===== src/rtl/multicycle_control.sv =====
// Main control FSM for the multi-cycle RV32I core: sequences the datapath,
// drives mux selects / write enables, and traps on bad opcodes or bus stalls.
module multicycle_control #(
    parameter int MEM_TIMEOUT = 255,
    parameter int CNT_W       = 32
) (
    input  logic             clk,
    input  logic             rst_n,
    input  logic [6:0]       opcode,
    input  logic             mem_ready,
    output logic             mem_read,
    output logic             mem_write,
    output logic             i_or_d,
    output logic             ir_write,
    output logic             pc_write,
    output logic             pc_write_cond,
    output logic [1:0]       pc_source,
    output logic [1:0]       alu_src_a,
    output logic [1:0]       alu_src_b,
    output logic [2:0]       alu_op,
    output logic             reg_write,
    output logic [1:0]       mem_to_reg,
    output logic             retire,
    output logic [CNT_W-1:0] instret,
    output logic             trap,
    output logic             illegal_inst,
    output logic             bus_error
);

    localparam int WAIT_W = (MEM_TIMEOUT > 2) ? $clog2(MEM_TIMEOUT) : 1;
    localparam bit TO_EN  = (MEM_TIMEOUT != 0);
    localparam logic [WAIT_W-1:0] WAIT_LIM =
        WAIT_W'((MEM_TIMEOUT > 0) ? MEM_TIMEOUT - 1 : 0);

    localparam logic [6:0] OP_R     = 7'b0110011;
    localparam logic [6:0] OP_I     = 7'b0010011;
    localparam logic [6:0] OP_LOAD  = 7'b0000011;
    localparam logic [6:0] OP_STORE = 7'b0100011;
    localparam logic [6:0] OP_BR    = 7'b1100011;
    localparam logic [6:0] OP_JAL   = 7'b1101111;
    localparam logic [6:0] OP_JALR  = 7'b1100111;
    localparam logic [6:0] OP_LUI   = 7'b0110111;
    localparam logic [6:0] OP_AUIPC = 7'b0010111;

    typedef enum logic [3:0] {
        S_INIT,
        S_FETCH,
        S_DECODE,
        S_EXEC_R,
        S_EXEC_I,
        S_LUI,
        S_AUIPC,
        S_ALU_WB,
        S_MEM_ADDR,
        S_MEM_READ,
        S_MEM_WB,
        S_MEM_WRITE,
        S_BRANCH,
        S_JAL,
        S_JALR,
        S_TRAP
    } state_t;

    state_t            state_q, state_d;
    logic [WAIT_W-1:0] wait_q, wait_d;
    logic              retire_q, retire_d;
    logic [CNT_W-1:0]  instret_q, instret_d;
    logic              illegal_q, illegal_d;
    logic              bus_err_q, bus_err_d;
    logic              mem_wait;
    logic              timeout;

    always_ff @(posedge clk or negedge rst_n) begin
        if (!rst_n) begin
            state_q   <= S_INIT;
            wait_q    <= '0;
            retire_q  <= 1'b0;
            instret_q <= '0;
            illegal_q <= 1'b0;
            bus_err_q <= 1'b0;
        end else begin
            state_q   <= state_d;
            wait_q    <= wait_d;
            retire_q  <= retire_d;
            instret_q <= instret_d;
            illegal_q <= illegal_d;
            bus_err_q <= bus_err_d;
        end
    end

    always_comb begin
        state_d       = state_q;
        illegal_d     = illegal_q;
        bus_err_d     = bus_err_q;
        retire_d      = 1'b0;
        mem_wait      = 1'b0;
        timeout       = TO_EN && (wait_q == WAIT_LIM) && !mem_ready;
        mem_read      = 1'b0;
        mem_write     = 1'b0;
        i_or_d        = 1'b0;
        ir_write      = 1'b0;
        pc_write      = 1'b0;
        pc_write_cond = 1'b0;
        pc_source     = 2'b00;
        alu_src_a     = 2'b00;
        alu_src_b     = 2'b00;
        alu_op        = 3'b000;
        reg_write     = 1'b0;
        mem_to_reg    = 2'b00;
        trap          = 1'b0;

        unique case (state_q)
            S_INIT: state_d = S_FETCH;
            S_FETCH: begin
                mem_wait  = 1'b1;
                mem_read  = 1'b1;
                alu_src_b = 2'b01;
                ir_write  = mem_ready;
                pc_write  = mem_ready;
                if (mem_ready) begin
                    state_d = S_DECODE;
                end else if (timeout) begin
                    state_d   = S_TRAP;
                    bus_err_d = 1'b1;
                end
            end
            S_DECODE: begin
                alu_src_a = 2'b10;
                alu_src_b = 2'b10;
                case (opcode)
                    OP_R:     state_d = S_EXEC_R;
                    OP_I:     state_d = S_EXEC_I;
                    OP_LOAD,
                    OP_STORE: state_d = S_MEM_ADDR;
                    OP_BR:    state_d = S_BRANCH;
                    OP_JAL:   state_d = S_JAL;
                    OP_JALR:  state_d = S_JALR;
                    OP_LUI:   state_d = S_LUI;
                    OP_AUIPC: state_d = S_AUIPC;
                    default: begin
                        state_d   = S_TRAP;
                        illegal_d = 1'b1;
                    end
                endcase
            end
            S_EXEC_R: begin
                alu_src_a = 2'b01;
                alu_op    = 3'b010;
                state_d   = S_ALU_WB;
            end
            S_EXEC_I: begin
                alu_src_a = 2'b01;
                alu_src_b = 2'b10;
                alu_op    = 3'b011;
                state_d   = S_ALU_WB;
            end
            S_LUI: begin
                alu_src_a = 2'b11;
                alu_src_b = 2'b10;
                alu_op    = 3'b100;
                state_d   = S_ALU_WB;
            end
            S_AUIPC: begin
                alu_src_a = 2'b10;
                alu_src_b = 2'b10;
                alu_op    = 3'b101;
                state_d   = S_ALU_WB;
            end
            S_ALU_WB: begin
                reg_write = 1'b1;
                retire_d  = 1'b1;
                state_d   = S_FETCH;
            end
            S_MEM_ADDR: begin
                alu_src_a = 2'b01;
                alu_src_b = 2'b10;
                state_d   = (opcode == OP_LOAD) ? S_MEM_READ : S_MEM_WRITE;
            end
            S_MEM_READ: begin
                mem_wait = 1'b1;
                mem_read = 1'b1;
                i_or_d   = 1'b1;
                if (mem_ready) begin
                    state_d = S_MEM_WB;
                end else if (timeout) begin
                    state_d   = S_TRAP;
                    bus_err_d = 1'b1;
                end
            end
            S_MEM_WB: begin
                reg_write  = 1'b1;
                mem_to_reg = 2'b01;
                retire_d   = 1'b1;
                state_d    = S_FETCH;
            end
            S_MEM_WRITE: begin
                mem_wait  = 1'b1;
                mem_write = 1'b1;
                i_or_d    = 1'b1;
                if (mem_ready) begin
                    state_d  = S_FETCH;
                    retire_d = 1'b1;
                end else if (timeout) begin
                    state_d   = S_TRAP;
                    bus_err_d = 1'b1;
                end
            end
            S_BRANCH: begin
                alu_src_a     = 2'b01;
                alu_op        = 3'b001;
                pc_write_cond = 1'b1;
                pc_source     = 2'b01;
                retire_d      = 1'b1;
                state_d       = S_FETCH;
            end
            S_JAL: begin
                pc_write   = 1'b1;
                pc_source  = 2'b01;
                reg_write  = 1'b1;
                mem_to_reg = 2'b10;
                retire_d   = 1'b1;
                state_d    = S_FETCH;
            end
            S_JALR: begin
                alu_src_a  = 2'b01;
                alu_src_b  = 2'b10;
                pc_write   = 1'b1;
                reg_write  = 1'b1;
                mem_to_reg = 2'b10;
                retire_d   = 1'b1;
                state_d    = S_FETCH;
            end
            S_TRAP: trap = 1'b1;
            default: state_d = S_INIT;
        endcase

        // counter restarts on every state change, so entry always starts at 0
        wait_d = '0;
        if (mem_wait && !mem_ready && (state_d == state_q)) begin
            wait_d = wait_q + WAIT_W'(1);
        end
        instret_d = instret_q + CNT_W'(retire_d);
    end

    assign retire       = retire_q;
    assign instret      = instret_q;
    assign illegal_inst = illegal_q;
    assign bus_error    = bus_err_q;

endmodule


===== config.mk =====
export PLATFORM = sky130hd
export DESIGN_NAME = multicycle_control
export DESIGN_NICKNAME = d
export VERILOG_FILES = /design/src/rtl/multicycle_control.sv
export SDC_FILE = /design/constraint.sdc
export NUM_CORES = 1
export LEC_CHECK = 0
export CORE_MARGIN = 1.5
export CORE_UTILIZATION = 44
export DETAILED_ROUTE_END_ITERATION = 6
export PLACE_DENSITY = 0.74
export SYNTH_ARGS = -nofsm -noshare
export SYNTH_HDL_FRONTEND = slang
export SYNTH_SLANG_ARGS = --single-unit

===== constraint.sdc =====
create_clock -name clk -period 2.45 [get_ports clk]
set_input_delay 0.3675 -clock clk [delete_from_list [all_inputs] [get_ports clk]]
set_output_delay 0.3675 -clock clk [all_outputs]
set_load 0.05 [all_outputs]

[Yosys cells after proc, flatten, opt, wreduce, memory -nomap -nowiden]
Index checks and enable logic that the tools add are counted.
Storage, ports and cells
  bits in registers: 47
  input bits: 10
  output and inout port bits: 54
Cells by class
  bitwise gates (word level): 2
  $add $sub $neg: 2
  reduce and logical (&&, ||, !) cells: 21
  mux-type cells: 24
  eq/ne operators: 26
Operator list (number)
  adder 32 x 1 -> 32 bit: 1
  == test 4 bit, second input constant: 8
  one-hot mux 4 bit (8 select lines): 1
  one-hot mux 4 bit (7 select lines): 1
  == test 7 x 6 -> 1 bit, second input constant: 3
  == test 7 bit, second input constant: 3
  == test 4 x 3 -> 1 bit, second input constant: 4
  2-to-1 mux 4 bit: 4
  one-hot mux 3 bit (5 select lines): 1
  == test 7 x 5 -> 1 bit, second input constant: 2
  OR reduction 2 bit: 6
  OR reduction 6 bit: 2
  2-to-1 mux 1 bit: 10
  OR reduction 5 bit: 2
  OR reduction 9 bit: 1
  adder 8 x 1 -> 8 bit, second input constant: 1
  == test 4 x 2 -> 1 bit, second input constant: 2
  == test 8 bit, second input constant: 1
  2-to-1 mux 8 bit: 1
  one-hot mux 2 bit (2 select lines): 2
  OR reduction 4 bit: 2
  == test 7 x 2 -> 1 bit, second input constant: 1
  one-hot mux 2 bit (3 select lines): 1
  == test 4 x 1 -> 1 bit, second input constant: 1
  10 further kinds: 14

[Depth between registers and ports, before layout]
Gate-level depths: netlist of run 1.
  depth in word-level cells: 8
  mapped depth: 11
  gate-level depth less buffers: 9

[Worst setup path before layout of run 1]
OpenSTA, ideal clock, no wires.
  path type: flip-flop to output port
  from: register state_q[2]
  to: output port pc_write
  arrival time: 2.769 ns
  setup slack: -0.686 ns
  stages on the path, launching flop included: 6
  cells stage by stage: dfrtp_1 > clkbuf_1 > inv_1 > nand2_1 > nor4_1 > or2_2
On the way
  longest elaborated chain between the ends: 3
  elaborated cells on any way between the ends: 5
Ends and longest elaborated chain
  start: declaration: line 64  | state_t state_q, state_d;
  start signal: assignment: line 82  | state_q <= state_d;
  == test 4 bit: line 112  | unique case (state_q)
  OR reduction 2 bit (no source line)
  one-hot mux 1 bit (2 select lines) (*): line 112
  end: declaration: line 15  | output logic pc_write,
Every way passes the cells marked *; elsewhere a longest branch is shown, timed or not.

[Worst setup path in the final report of run 1]
  from: register state_q[0]
  to: output port pc_write_cond
On the way
  longest elaborated chain between the ends: 2
Ends and longest elaborated chain
  == test 4 bit: line 112
  2-to-1 mux 1 bit: line 112
  end: declaration: line 16  | output logic pc_write_cond,
No other way between the ends.

==> impl_results.md, run 1 <==
- Crit Reg-Reg Endpoint: instret[22]
- Cell taking the most area after synthesis: dfrtp_1
- Syn. warnings: 0
- Main combinational cell family by area after synthesis: simple AND/OR/NAND/NOR gates
- Multi-input combinational cell area: 1280 um^2
- Initial antenna violation count: 0
- Max Cap Viol: 0
- Final critical-path required period: around 2400 ps
- Xor-xnor portion of the synthesized cell area: 13.6%
- CP endpoint kind: primary output
- Dpl ws: -91.8 ps
- Die X: 78.6 um
- Remaining DRCs: 0
- Synth Net Count: 269
- Clock sinks: 47
- Post-synth ARST share: 100%
- Synth Area in Adders: 1.99%
- Post-synthesis compound-gate area fraction: under 10%
- Ys flop type: dfrtp_1
- Final ANT Viol Nets: 0
- Post-synthesis cell count: 255
- First-pass GRT wire length: 9210 um
- Final wirelength: 5540 um
- Yosys reg bits: 47
- R2R Path Start: state_q[1]
- Worst vdd ir: 1110 uV
- Vias per Instance: 5.25
- Status: completed
- Clock Latency Late Sink: 290 ps
- Via Count: 2106
- Final HPWL DP: between 4000 and 5000 um
- Row cnt: 27
- Worst-margin pin slew: slightly below 700 ps
- Lkg Pwr: 1.55 nW
- Netlist cell types: 50
- Maximum number of pins on one net before global-route repair: between 40 and 50
- Fin util: approximately 62%
- Startpoint types: flop
- Setup violators final: 0
- Fmax: 0.422 GHz
- RSZ-0062 raised after global routing: no
- Synth area leaders: dfrtp_1 47%, xnor2_1 9.7%, nand3_1 4.2%
- CP Data Arrival Time: 2000 ps
- Final worst setup slack: 80.9 ps
- 1st-iter DRT viols: 127
- Yosys top cell area share: 46.7%
- Max-slew violations: 0
- Vias in the first global route: between 1500 and 2000
- Num CTS Buffers: 5
- Max-Slew Margin vs Limit: 54.1%
- CTS tree: yes
- R2R depth: 10
- Post-synth EDFFs: 0
- Hold Vio Cnt, Final: 0
- Core area: 5510 um^2
- R2R Setup Slk: 250 ps
- Mapped cell area: 2520 um^2
- Post-Syn Area per Cell: 9.87 um^2
- Register area: 1180 um^2
- Die area: 6180 um^2
- Clk pin slew, worst setup/hold paths: around 80 ps
- Antenna diode count: 0
- Tcrit/Tclk final: 96.7%
- Die height: 78.6 um
- Final Skew: 8.36 ps
- Multiplexer area fraction after synthesis: less than 1%
- # port buffers: 62
- GRT Util Overall: 18.8%
- I/O pin count: 64
- First-pass DRT Iterations: 4
- DR WL/cell: 13.8 um
- Fill cell count: 460
- Class of the worst hold path: in2async
- Layout area overhead: 35.9%
- Hold Buf Count CTS: 0
- Crit-path max FO: 11
- Pwr/cell area: approximately 1000 nW/um^2
- Clock tree buffer depth: 2
- Worst Path Class, Setup: reg2out
- Initial core utilization: 45.7%
- Gpl congestion: roughly 0.8
- Worst Path Required: 2080 ps
- Layout Nets: 343
- Total global routing overflow: 0
- Proportion of layout cells with a drive suffix above 1: 15.5%
- Simple-Gate Fraction of Synth Area: 27.5%
- H-tree level count: 2
- Root Driver: clkbuf_8
- Register area share after synthesis: 46.7%
[synthesized netlist by cell type, types with 2 or more instances]
cell type,number
dfrtp_1,47
xnor2_1,28
nor2_1,24
nand2_1,23
nand3_1,21
nand4_1,11
xor2_1,11
nand2b_1,7
inv_1,6
nor3_1,6
and3_1,5
nor3b_1,5
o21ai_0,5
buf_1,4
ha_1,4
a21oi_1,3
buf_2,3
clkbuf_1,3
or2_2,3
a31o_2,2
and2_1,2
nor2b_1,2
nor4_4,2
o22ai_1,2
[state kept, by name (all words and copies together) (netlist names)]
| signal | flops |
|---|---|
| retire | 1 |
| bus_error | 1 |
| illegal_inst | 1 |
| instret | 32 |
| wait_q | 8 |
| state_q | 4 |
[report_power, final]
| part | total (mW) | switching (mW) | internal [mW] |
|---|---|---|---|
| logic | 1.98 | 1.22 | 0.761 |
| clock network | 0.457 | 0.236 | 0.222 |
| registers | 1.01 | 0.136 | 0.875 |
[cell type report]
cell class,instances,share of cell area [%]
multi-input combinational,191,37.3
sequential,47,34.4
timing repair buffer,78,22.5
tap,72,2.63
clock buffer,6,2.41
inverter,6,0.658
clock inverter,1,0.146
[cells in the final DEF, fill, tap and decap left out, types with 2 or more instances in the layout]
cell / netlist / routed
buf_12: 0 / 5
nand3_1: 21 / 21
o22ai_1: 2 / 2
nor4_4: 2 / 2
xnor2_1: 28 / 28
nand4_1: 11 / 11
nand2b_1: 7 / 7
dfrtp_1: 47 / 47
nor2b_1: 2 / 2
nor2_1: 24 / 24
buf_4: 1 / 25
nor4_2: 1 / 2
and3_1: 5 / 5
dlymetal6s2s_1: 0 / 2
xor2_1: 11 / 11
and2_1: 2 / 2
or2_2: 3 / 3
clkdlybuf4s50_1: 0 / 45
o21ai_0: 5 / 5
nor3b_1: 5 / 5
a31o_2: 2 / 2
ha_1: 4 / 4
nor3_1: 6 / 6
inv_1: 6 / 6
clkbuf_8: 0 / 6
a21oi_1: 3 / 3
nand2_1: 23 / 23
[worst max-delay path, stage by stage, from the launching register on]
cell	delay (ps)
dfrtp_1	480
buf_4	220
nor3_1	190
clkdlybuf4s50_1	830
[cells by family (layout without fill, tap and decap cells)]
group                    Yosys count  in the layout
AND/OR/NAND/NOR                  122            122
other                              1              1
adder cells (fa/ha/maj)            4              4
multiplexers                       1              1
flip-flops                        47             47
XOR/XNOR                          39             39
buffers and inverters             17             91
AO/OA/AOI/OAI                     24             24
[layer usage]
metal	global-route usage [%]	up-vias	wire length, um
li1	-	1033	-
met1	27.2	1017	2680
met2	28.7	52	2600
met3	3.60	4	200
met4	5.18	0	51
met5	0	-	0
[how the worst max path moves through the flow]
stage | from | to | slack, ps | depth (start not counted)
after floorplan | state_q[2] | pc_write | -30 | 5
after global placement | mem_ready | instret[17] | -20 | 11
after detailed placement | mem_ready | instret[22] | -90 | 11
after CTS | state_q[2] | i_or_d | 70 | 4
after global routing | state_q[0] | pc_write_cond | 6 | 3
final | state_q[0] | pc_write_cond | 80 | 3
[metrics by stage]
step | cell area [um^2] | setup TNS [ps] | hold slack (ps) | std cells | power, mW
4_1_cts | 3420 | 0 | 176 | 401 | 3.48
6_report | 3420 | 0 | 152 | 401 | 3.45
2_1_floorplan | 2520 | -27.1 | 71.9 | 255 | 2.27
5_1_grt | 3420 | 0 | 201 | 401 | 3.62
3_5_place_dp | 3330 | -1080 | 457 | 394 | 3.01
3_3_place_gp | 3330 | -88.8 | 459 | 394 | 2.99
[timing repair]
item,4_1_cts,5_1_grt
buffers inserted,0,0
resized for setup,0,2
setup endpoints to repair,0,2
(Power assumes the default switching activity.)
==> run 2, diff against run 1 <==
Settings changed: CELL_PAD_IN_SITES_DETAIL_PLACEMENT from default to 1, CELL_PAD_IN_SITES_GLOBAL_PLACEMENT from default to 1, CORE_UTILIZATION 44 to 33, PLACE_DENSITY 0.74 to 0.73, SKIP_LAST_GASP from default to 1.
==> impl_results.md, run 2 (synthesis gave the netlist of run 1 again) <==
- Final worst setup slack: 145 ps (+64.0 ps)
- Die area: 8160 um^2 (+32%)
- Worst Path Class, Setup: reg2out
- Die X: 90.3 um (+15%)
- Class of the worst hold path: in2async
- Net Sw Frac: 45.8% (-0.37 points)
- Initial antenna violation count: 0 (unchanged)
- Most frequent cells in the layout: 47 x dfrtp_1, 45 x clkdlybuf4s50_1, 31 x buf_4
- Post-CTS Setup Inserts: 0 (unchanged)
- Status: completed
- Layout Nets: 348 (+1.5%)
- Startpoint types: flop
- Worst vdd ir: 784 uV (-29%)
- DP Area: 3410 um^2 (+2.4%)
- Core area: 7330 um^2 (+33%)
- Sw Pwr: 1.64 mW (+2.9%)
- Hold Buf Count CTS: 0 (unchanged)
- Fill cell count: 840 (+83%)
- Via Count: 2148 (+2.0%)
- Antenna diode count: 0 (unchanged)
- Root Driver: clkbuf_8
- Max-slew violations: 0 (unchanged)
- Worst Path Required: 2080 ps (about the same)
- Num CTS Buffers: 5 (unchanged)
- Final wirelength: 6260 um (+13%)
- Total global routing overflow: 0 (unchanged)
- Buf/Inv on CP: 2 (unchanged)
- Final ANT Viol Nets: 0 (unchanged)
- Worst stage delay on the critical path: 820 ps (about the same)
- Comb pwr share: 58.2% (+0.8 points)
- Internal Power: 1.94 mW (+4.4%)
- 1st-iter DRT viols: 39 (-69%)
- CTS tree: yes
- Clock tree buffer depth: 2 (unchanged)
- Clock sinks: 47 (unchanged)
- Maximum number of pins on one net before global-route repair: 28 (-42%)
- Final critical-path required period: 2310 ps (-64.0 ps)
- First-pass GRT wire length: 11000 um (+19%)
- Total negative slack: 0 ps (unchanged)
- Hold Vio Cnt, Final: 0 (unchanged)
- Row cnt: 31 (+15%)
- First-pass DRT Iterations: 4 (unchanged)
- RSZ-0062 raised after global routing: no
- Vias per Instance: 4.95 (-5.8%)
- Layout area overhead: 39.3%
- Clock Latency Late Sink: 300 ps (about the same)
- Max Cap Viol: 0 (unchanged)
- Clk pwr share: 14.3% (+1.0 points)
- Max-Slew Margin vs Limit: 58.4% (+4.3 points)
- Tcrit/Tclk final: 94.1% (-2.6 points)
- Crit-path cells: buf_4 > nand2_1 > nor3_1 > clkdlybuf4s50_1
- Fmax: 0.434 GHz (+2.8%)
- R2R Setup Slk: 260 ps (about the same)
- CP endpoint kind: primary output
- # port buffers: 62 (unchanged)
- Largest register FFs: 32 (unchanged)
- Cell family with most CP delay: buffers and inverters
- Proportion of layout cells with a drive suffix above 1: 17.3% (+1.8 points)
- Setup violators final: 0 (unchanged)
- Final Skew: 8.11 ps (-0.249 ps)
- Pwr/cell area: 1020 nW/um^2 (+1.1%)
- Reg power frac: 27.5% (-1.8 points)
- DR WL/cell: 14.4 um (+4.5%)
- Remaining DRCs: 0 (unchanged)
- Slowest-stage cell, CP: clkdlybuf4s50_1
- H-tree level count: 2 (unchanged)
- WHS: 57.1 ps (-95.0 ps)
- I/O pin count: 64 (unchanged)
- Final Instance Area: 3510 um^2 (+2.5%)
- Gpl congestion: 0.767 (-4.5%)
- CTS resizes: 0 (unchanged)
- CP Data Arrival Time: 1940 ps (-60 ps)
- Lkg Pwr: 1.55 nW (+0.28%)
- Clk pin slew, worst setup/hold paths: 80 ps (about the same)
- Final HPWL DP: 4830 um (+17%)
- Commonest non-fill, non-tap cell in the layout: dfrtp_1
- Die height: 90.3 um (+15%)
- Initial core utilization: 34.3% (-11 points)
- Crit-path max FO: 14 (+3)
- Vias in the first global route: 2238 (+15%)
- GRT Util Overall: 16.7% (-2.1 points)
- Dpl ws: -224 ps (-133 ps)
- Worst-margin pin slew: 619 ps (-64.3 ps)
==> run 2: routing by layer <==
layer	wire, um	vias to the layer above	global-route usage (%)
li1	-	1046	-
met1	2910	1066	22.2
met2	3120	29	27.5
met3	154	7	2.27
met4	81	0	6.48
met5	0	-	0
==> run 2: worst paths after layout <==
kind / startpoint / endpoint / cells past startpoint
min in group clk: instret[31] / instret[31] / 1
max reg2reg: state_q[1] / instret[22] / 10
min: rst_n / instret[23] / 1
min reg2reg: instret[31] / instret[31] / 1
max: state_q[3] / pc_write_cond / 4
max in group asynchronous: rst_n / retire / 2
==> run 2: area by class of cell <==
class	count	area [um^2]	area share [%]
repair buffers	83	808	23.0
well taps	99	124	3.53
inverters	6	22.5	0.642
clock buffers	8	100	2.85
multi-input cells	191	1280	36.4
flip-flops and latches	47	1180	33.5
==> run 2: metrics by stage <==
step                      cells  util (%)  power, mW
after floorplan             255         -       2.27
after global placement      426      46.5       3.06
after detailed placement    426      46.5       3.08
after CTS                   434      47.8       3.61
after global routing        434      47.8       3.78
final                       434      47.8       3.58
==> run 2: power groups by stage <==
stage	sequential, mW	combinational, mW	clock, mW
2_1_floorplan	1.17	1.10	0
3_3_place_gp	0.996	2.06	0
3_5_place_dp	0.998	2.08	0
4_1_cts	0.986	2.10	0.529
5_1_grt	1.00	2.21	0.559
6_report	0.985	2.08	0.511
==> variant (settings of run 2) <==
Set the parameter `MEM_TIMEOUT` to 510 (it was 255).
--- a/src/rtl/multicycle_control.sv
+++ b/src/rtl/multicycle_control.sv
@@ -1,7 +1,7 @@
 // Main control FSM for the multi-cycle RV32I core: sequences the datapath,
 // drives mux selects / write enables, and traps on bad opcodes or bus stalls.
 module multicycle_control #(
-    parameter int MEM_TIMEOUT = 255,
+    parameter int MEM_TIMEOUT = 510,
     parameter int CNT_W       = 32
 ) (
     input  logic             clk,
Check against the original RTL: no difference found for any inputs over 10 cycles, from zero or initial values and one cycle with rst_n low; that may be too few to reach the edited logic, so the function may still have changed.
==> variant against run 2 <==
- global-route usage decreased by 0.31 points
- routed wire length increased by 5.3%
- fmax decreased by 3.3%
- area after synthesis increased by 4.9%
- sequential cell count increased by 1
- hold slack improved by 0.11 ns
- cell area increased by 2.4%
- critical path type unchanged
- worst setup slack got worse by 0.080 ns
- total power decreased by 1.4%
==> variant: results (changes against run 2) <==
Parameter                              Value

Layout
  Share of the core filled with cells in the final layout    0.4647 (-0.01371)
  Number of non-filler instances in the completed layout    439 (+1.2%)
  Multi-input gate area in the final layout    0.001364 mm2 (+6.9%)
  Layout filler cell count    877 (+4.4%)
  Clock buffers and inverters, area share    0.03589 (+0.007348)
  Fraction of final layout cells with drive strength greater than 1    0.1484 (-0.02477)
  Non-clock buffer share of cell area    0.2080 (-0.02245)
  Sequential share of cell area    0.3345 (-0.0008613)
  Layout Nets    351 (+0.86%)
  Multi-input comb cells    201 (+5.2%)
  Multi-input gate share of total cell area    0.3798 (+0.01590)
  Non-clock buffer instance count of the final layout    75 (-9.6%)

Routing
  Initial DRC Count    75 (+92%)
  Drt via density    5.057 (+2.2%)
  Total detailed-routing wirelength    6591 um (+5.3%)

Setup path
  R2R cell count    9 (-1)
  Capturing point of the worst reg2reg path    instret[31]
  Worst Setup SP    state_q[2]
  Dominant delay contributor by cell family on the critical path    buffers and inverters
  Startpoint of the lowest-slack register-to-register path    state_q[3]
  Worst-path fanout max    8 (-6)
  Endpoint arrival time on the critical path    2.02 ns (+0.08 ns)
  Worst setup path endpoint    mem_read

Clock tree
  H-tree level count    2 (unchanged)
  Sinks on the clock net    48 (+2.1%)
  Clock latency of the later-clocked register in the worst-skew pair    0.30 ns (about the same)

Timing
  Achievable frequency    419.3 MHz (-3.3%)
  Tightest hold margin    0.1632 ns (+0.1061 ns)
  Post-Route Skew    0.01067 ns (+0.002566 ns)
  Relative slew slack    0.5750 (-0.008797)

Placement
  Routability-driven placement congestion ratio    0.7503 (-2.1%)
  Dpl ws    -0.006686 ns (+0.2176 ns)
  Placed inst area    0.003458 mm2 (+1.5%)
  Cell count after placement    432 (+1.4%)
  DP Wirelength    4907 um (+1.7%)

Logic synthesis
  Cell types occupying the most area after synthesis    sky130_fd_sc_hd__dfrtp_1 45%, sky130_fd_sc_hd__xnor2_1 10%, sky130_fd_sc_hd__nor2_1 4.5%, sky130_fd_sc_hd__nand3_1 3.0%, sky130_fd_sc_hd__nand4_1 2.6%
  Sequential-to-total area share from yosys stat    0.4548 (-0.01244)
  Synthesized instance count    266 (+4.3%)
  Syn nets    280 (+4.1%)
  Number of library cell types mapped by synthesis    51 (+2.0%)
  Post-synth top cells    48 x sky130_fd_sc_hd__dfrtp_1, 32 x sky130_fd_sc_hd__nor2_1, 31 x sky130_fd_sc_hd__xnor2_1
  Synthesis warning total    0 (unchanged)

Power
  Maximum vdd ir drop    0.0003213 V (-59%)
  Leak pwr    1.559 nW (+0.61%)
  Proportion of power drawn by the clock network    0.187 (+0.044)
  Total power consumption of the routed design    3.527 mW (-1.4%)
  Switch Pwr    1.535 mW (-6.2%)
  Combinational power    1.85 mW (-11%)

Status
  Outcome    completed

Global route
  Wire length of the first global-routing pass    11360 um (+3.3%)
  Total routing usage reported by global routing    0.1637 (-0.003067)
  Largest net degree at the start of global routing    49 (+75%)
  Antenna violations before repair    0 (unchanged)
  Via count of the first global-routing pass    2335 (+4.3%)
[variant: what timing repair did]
| action | CTS | global route |
|---|---|---|
| hold endpoints to repair | 0 | 0 |
| setup endpoints to repair | 1 | 2 |
| resized for setup | 1 | 2 |
[variant: kinds of logic after synthesis]
group / after synthesis / synth area share
other cells: 1 / 0.001420
simple gates: 125 / 0.2781
xor+xnor: 39 / 0.1322
flops: 48 / 0.4548
fa+ha+maj: 4 / 0.01895
compound gates: 31 / 0.07721
mux: 1 / 0.003790
buf+inv: 17 / 0.03363
[variant: routing by layer]
layer | vias up | track usage | part of all wire
met5 | - | 0 | 0
met4 | 0 | 0.04231 | 0.0083
met3 | 5 | 0.02299 | 0.029
li1 | 1065 | - | -
met1 | 1094 | 0.2208 | 0.46
met2 | 56 | 0.2751 | 0.50
